### src/rtl/degenerate_demux1to6_pkg.sv
// Shared widths, the degenerate-select boundary and its decode helper.
package demux_pkg;

  localparam int DATA_W  = 32;
  localparam int NUM_OUT = 6;
  localparam int SEL_W   = 3;
  localparam int CNT_W   = 16;

  localparam logic [SEL_W-1:0] SEL_DEGEN_MIN = 3'd6;

  typedef logic [DATA_W-1:0] word_t;
  typedef logic [SEL_W-1:0]  sel_t;

  function automatic logic is_degenerate(input sel_t sel);
    return (sel >= SEL_DEGEN_MIN);
  endfunction

endpackage

### src/rtl/degenerate_demux1to6_if.sv
// Input word/select handshake, per-lane output handshakes and drop status.
interface degenerate_demux1to6_if #(
  parameter int WIDTH   = demux_pkg::DATA_W,
  parameter int NUM_OUT = demux_pkg::NUM_OUT,
  parameter int SEL_W   = demux_pkg::SEL_W,
  parameter int CNT_W   = demux_pkg::CNT_W
);

  logic [WIDTH-1:0]         in_data;
  logic [SEL_W-1:0]         in_sel;
  logic                     in_valid;
  logic                     in_ready;
  logic [NUM_OUT*WIDTH-1:0] out_data;
  logic [NUM_OUT-1:0]       out_valid;
  logic [NUM_OUT-1:0]       out_ready;
  logic                     drop_pulse;
  logic [CNT_W-1:0]         drop_count;

  // Producer of words and consumer of all lanes.
  modport master (
    output in_data, in_sel, in_valid, out_ready,
    input  in_ready, out_data, out_valid, drop_pulse, drop_count
  );

  // The demux itself.
  modport slave (
    input  in_data, in_sel, in_valid, out_ready,
    output in_ready, out_data, out_valid, drop_pulse, drop_count
  );

endinterface

### src/rtl/degenerate_demux1to6_lane_buffer.sv
// Purpose: single-entry valid/ready holding register for one output lane.
// Latency: one cycle from fill to valid.
// Backpressure: can_fill drops while full and not draining; data holds until accepted.
module demux_lane_buffer #(
  parameter int WIDTH = demux_pkg::DATA_W
) (
  input  logic             clk,
  input  logic             rst,
  input  logic             fill,
  input  logic [WIDTH-1:0] fill_data,
  input  logic             ready,
  output logic             valid,
  output logic [WIDTH-1:0] data,
  output logic             can_fill
);

  assign can_fill = !valid || ready;

  always_ff @(posedge clk) begin
    if (rst) begin
      valid <= 1'b0;
      data  <= '0;
    end else if (fill) begin
      valid <= 1'b1;
      data  <= fill_data;
    end else if (ready) begin
      // Drained without refill: data keeps its last value, valid marks it stale.
      valid <= 1'b0;
    end
  end

endmodule

### src/rtl/degenerate_demux1to6.sv
// Purpose: registered 1-to-6 demux; selects 6/7 drop the word and bump a saturating counter.
// Latency: one cycle from input transfer to lane valid or drop_pulse.
// Backpressure: in_ready follows only the addressed lane; degenerate selects are always ready.
module degenerate_demux1to6 #(
  parameter int WIDTH   = demux_pkg::DATA_W,
  parameter int NUM_OUT = demux_pkg::NUM_OUT,
  parameter int CNT_W   = demux_pkg::CNT_W
) (
  input logic                   clk,
  input logic                   rst,
  degenerate_demux1to6_if.slave bus
);

  import demux_pkg::*;

  localparam int NUM_SEL = 1 << SEL_W;

  logic [NUM_OUT-1:0] can_fill;
  logic [NUM_OUT-1:0] fill;
  logic [NUM_SEL-1:0] can_fill_ext;
  logic               accept;
  logic               drop;
  logic               drop_pulse_q;
  logic [CNT_W-1:0]   drop_count_q;

  // Degenerate codes read as permanently ready so one index covers every select.
  assign can_fill_ext = {{(NUM_SEL - NUM_OUT){1'b1}}, can_fill};
  assign bus.in_ready = !rst && can_fill_ext[bus.in_sel];
  assign accept       = bus.in_valid && bus.in_ready;
  assign drop         = accept && is_degenerate(bus.in_sel);

  for (genvar g = 0; g < NUM_OUT; g++) begin : g_lane
    assign fill[g] = accept && (bus.in_sel == SEL_W'(g));

    demux_lane_buffer #(
      .WIDTH (WIDTH)
    ) u_lane (
      .clk       (clk),
      .rst       (rst),
      .fill      (fill[g]),
      .fill_data (bus.in_data),
      .ready     (bus.out_ready[g]),
      .valid     (bus.out_valid[g]),
      .data      (bus.out_data[g*WIDTH +: WIDTH]),
      .can_fill  (can_fill[g])
    );
  end

  always_ff @(posedge clk) begin
    if (rst) begin
      drop_pulse_q <= 1'b0;
      drop_count_q <= '0;
    end else begin
      drop_pulse_q <= drop;
      if (drop && (drop_count_q != '1)) begin
        drop_count_q <= drop_count_q + 1'b1;
      end
    end
  end

  assign bus.drop_pulse = drop_pulse_q;
  assign bus.drop_count = drop_count_q;

endmodule

### src/flat_wrapper.sv
// flat-port wrapper written by rule: the top's interface ports become plain ports
module degenerate_demux1to6_flat import demux_pkg::*;
#(
  parameter int WIDTH   = demux_pkg::DATA_W,
  parameter int NUM_OUT = demux_pkg::NUM_OUT,
  parameter int CNT_W   = demux_pkg::CNT_W
)
  (clk, rst, bus_in_data, bus_in_sel, bus_in_valid, bus_out_ready, bus_in_ready, bus_out_data, bus_out_valid, bus_drop_pulse, bus_drop_count);
  degenerate_demux1to6_if #(.WIDTH(WIDTH), .NUM_OUT(NUM_OUT), .CNT_W(CNT_W)) bus_i ();
  input logic clk;
  input logic rst;
  input wire logic [$bits(bus_i.in_data)-1:0] bus_in_data;
  input wire logic [$bits(bus_i.in_sel)-1:0] bus_in_sel;
  input wire logic [$bits(bus_i.in_valid)-1:0] bus_in_valid;
  input wire logic [$bits(bus_i.out_ready)-1:0] bus_out_ready;
  output wire logic [$bits(bus_i.in_ready)-1:0] bus_in_ready;
  output wire logic [$bits(bus_i.out_data)-1:0] bus_out_data;
  output wire logic [$bits(bus_i.out_valid)-1:0] bus_out_valid;
  output wire logic [$bits(bus_i.drop_pulse)-1:0] bus_drop_pulse;
  output wire logic [$bits(bus_i.drop_count)-1:0] bus_drop_count;
  assign bus_i.in_data = bus_in_data;
  assign bus_i.in_sel = bus_in_sel;
  assign bus_i.in_valid = bus_in_valid;
  assign bus_i.out_ready = bus_out_ready;
  assign bus_in_ready = bus_i.in_ready;
  assign bus_out_data = bus_i.out_data;
  assign bus_out_valid = bus_i.out_valid;
  assign bus_drop_pulse = bus_i.drop_pulse;
  assign bus_drop_count = bus_i.drop_count;
  degenerate_demux1to6 #(.WIDTH(WIDTH), .NUM_OUT(NUM_OUT), .CNT_W(CNT_W)) u_core (.clk(clk), .rst(rst), .bus(bus_i));
endmodule
### config.mk
export PLATFORM = sky130hd
export DESIGN_NAME = degenerate_demux1to6_flat
export DESIGN_NICKNAME = d
export VERILOG_FILES = /design/src/rtl/degenerate_demux1to6_pkg.sv /design/src/rtl/degenerate_demux1to6_if.sv /design/src/rtl/degenerate_demux1to6_lane_buffer.sv /design/src/rtl/degenerate_demux1to6.sv /design/src/flat_wrapper.sv
export SDC_FILE = /design/constraint.sdc
export NUM_CORES = 1
export LEC_CHECK = 0
export CAP_MARGIN = 0
export CORE_MARGIN = 1.5
export CORE_UTILIZATION = 25
export DETAILED_ROUTE_END_ITERATION = 16
export MAX_ROUTING_LAYER = met4
export PLACE_DENSITY_LB_ADDON = 0.2
export RECOVER_POWER = 100
export REMOVE_ABC_BUFFERS = 1
export SYNTH_ARGS = -nofsm -noshare
export SYNTH_HDL_FRONTEND = slang
export SYNTH_SLANG_ARGS = --single-unit
### constraint.sdc
create_clock -name clk -period 2.15 [get_ports clk]
set_clock_uncertainty 0.2 [all_clocks]
set_input_delay 0.5375 -clock clk [delete_from_list [all_inputs] [get_ports clk]]
set_output_delay 0.5375 -clock clk [all_outputs]
set_load 0.05 [all_outputs]
==> results.cfg <==
[power]
vdd_drop_max_v = 0.0004516
power_density_mw_per_mm2 = 806.3
static-leakage-power_nw = 4.474
p_total_mw = 9.056

[setup_path]
cpLargestDelayFamily = multiplexers
cpMaxStageDelayCell = mux4_2
crit_chain = nand2b_4 > mux4_2 > nor2_2 > a311oi_2 > buf_12
cp_data_required_time_ps = 1410
path_buf_inv = 1
crit_end = bus_in_ready
rr_startpoint = u_core.bus.drop_count[8]
worst-path-stages = 5
reg2reg_to = u_core.bus.drop_count[12]
regToRegSetupSlack_ps = 200
critPathArrivalTime_ps = 1780
critical_path.max_stage_delay_ps = 470
critPathKind = register to output pin
startpoint = u_core.g_lane[3].u_lane.valid
ff2ff_path_depth = 4
crit_fanout = 2
critPathLaunchType = register
worstSetupEndpointType = output pin

[final_layout]
num-fill-cells = 3245
multiInputGateArea_mm2 = 0.003228
final_area_mm2 = 0.01123
synthToLayoutAreaGrowth_pct = 43.46
drive_above_1_share = 0.2776
nNetsFinal = 1304
antenna_cells = 0
seqCellArea_mm2 = 0.004312

[clock_tree]
cts_hold_buffers = 0
cts_htree_levels = 1
clk_root_buffer_cell = clkbuf_16
cts_tree = yes
insertion_delay_ps = 530
clk_pin_slew_ps = 60
cts_buffer_depth = 3
cts_sinks = 215
numCtsBuffers = 26

[status]
violations = negative setup slack
status = finished with violations

[die]
io_pins = 260
initial_utilization = 0.2553
die_y_um = 180.0
num_rows = 64
die_x_um = 180.0
coreArea_mm2 = 0.03067
dieArea_mm2 = 0.03239

[logic_synthesis]
ys_seq_area_frac = 0.5498
synth_ff_type = dfxtp_1
synthXorXnorAreaFrac = 0
synth.largest_area_cell = dfxtp_1
synth_mux_area_frac = 0.01806
synth-edff-count = 0
syn_area_mm2 = 0.007829
synthArstFlopShare = 0
yosysMostFrequentCell = nand2_1
ys_warn_count = 0
synth_common_cells = nand2_1, dfxtp_1, a21oi_1, clkbuf_1, buf_2
yosys.area_share.simple = 0.2418
syn_area_per_cell_um2 = 7.972
synth_top_family_by_area = simple AND/OR/NAND/NOR gates
synth_cell_type_count = 37
synthTopCellsByArea = dfxtp_1, nand2_1, a21oi_1
synth_cells = 982
synth-compound-area-share = 0.1440
synth_top_area_share = 0.5498
synth_fa_ha_area_frac = 0.001598
synth.ff_latch_count = 215

[placement]
gp_congestion = 0.7984
io_buffer_count = 259
dp_hpwl_um = 19390
dpl_cell_area_mm2 = 0.01082
preCtsSetupSlack_ps = -633.3

[global_route]
top_usage_layer = met2
track_usage = 0.1784
use_met1 = 0.2210
use_met2 = 0.2863
grt_start_max_net_pins = 111
gr-total-overflow = 0
grt_first_pass_wirelength_um = 43900
first_global_vias = 7174
grt_antenna_before_repair = 0
grtUsageMet3 = 0.04457

[sta]
rsz0062_at_grt = true
relSlewSlack = 0.6264
clock.fmax_ghz = 0.3976
worst_slack_ps = -365.4
maxSlewViolCount = 0
hold_viol_final = 0
fin_crit_ps = 2515
final-setup-viol-count = 1
fin_crit_sh = 1.170
worst_pin_slew_ps = 560.4
setup_tns_ps = -365.4

[route]
ant_nets = 0
vias = 7592
drt_drc_violations_left = 0
dr.pass1.iters = 5
vias_per_cell = 4.533
drt_first_iter_violations = 478
routedWlPerCell_um = 17.36
routed_wl_um = 29090

[run]
drv_cap = 0

[hold_path]
hold_class = input port to register
-- sequential cells by signal, summed over array words and instances (netlist names) --
signal / cells
u_core.bus.drop_pulse: 1
u_core.g_lane.u_lane.data: 192
u_core.bus.drop_count: 16
u_core.g_lane.u_lane.valid: 6
-- report_power, final --
group          leakage (nW)  total, mW  internal [mW]  switching [mW]
clock network         0.428       4.35           2.57            1.78
registers              1.74       4.06           4.03          0.0253
logic                  2.31      0.645          0.200           0.444
-- worst min-delay path by stage --
| stage | from | to | cells after the start |
|---|---|---|---|
| detailed placement | u_core.g_lane[3].u_lane.data[26] | u_core.g_lane[3].u_lane.data[26] | 2 |
| CTS | rst | u_core.g_lane[3].u_lane.valid | 3 |
| finish | rst | u_core.g_lane[3].u_lane.valid | 3 |
| global route | rst | u_core.g_lane[3].u_lane.valid | 3 |
| global placement | u_core.g_lane[5].u_lane.data[30] | u_core.g_lane[5].u_lane.data[30] | 2 |
| floorplan | rst | u_core.bus.drop_count[10] | 1 |
-- kinds of logic after synthesis --
family	Yosys count
adders and majority gates	1
buffers and inverters	80
AOI/OAI and AO/OA	218
DFF	215
and+or+nand+nor	456
muxes	12
-- worst register-to-register path, stage by stage (launching register included) --
cell	delay, ps
dfxtp_1	410
and4_1	390
nand2_2	140
nor4_1	330
mux2_2	370
-- per-stage QoR --
step | utilization | hold slack (ps) | instances
after floorplan | - | 406.6 | 907
after global placement | 0.3528 | 241.9 | 1623
after detailed placement | 0.3528 | 246.6 | 1623
after CTS | 0.3831 | 121.6 | 1675
after global routing | 0.3662 | 123.1 | 1675
final | 0.3662 | 138.1 | 1675
-- final cells by class --
class	instances	area share
multi-input cells	687	0.2874
inverters	5	0.001783
flip-flops and latches	215	0.3839
well taps	396	0.04412
clock buffers	40	0.07152
clock inverters	8	0.005125
repair buffers	324	0.2061
-- cells in the final DEF, fill, tap and decap left out, types with 8 or more instances in the layout --
| cell type | instances |
|---|---|
| a21oi_1 | 205 |
| buf_12 | 17 |
| buf_4 | 86 |
| clkbuf_16 | 26 |
| clkbuf_2 | 170 |
| clkbuf_8 | 10 |
| clkdlybuf4s50_1 | 36 |
| dfxtp_1 | 211 |
| nand2_1 | 394 |
| nor2_1 | 8 |
| nor2b_1 | 8 |
-- repair_timing --
item                       4_1_cts  5_1_grt
pin swaps                        2        2
setup endpoints to repair        1        1
buffers inserted                 4        0
resized for setup               16        1
-- layer usage --
metal,vias to the layer above,routed length (um)
li1,3775,-
met1,3549,12780
met2,223,13620
met3,45,1948
met4,0,741
met5,-,0
No activity file was read; power rests on OpenSTA's default activity.
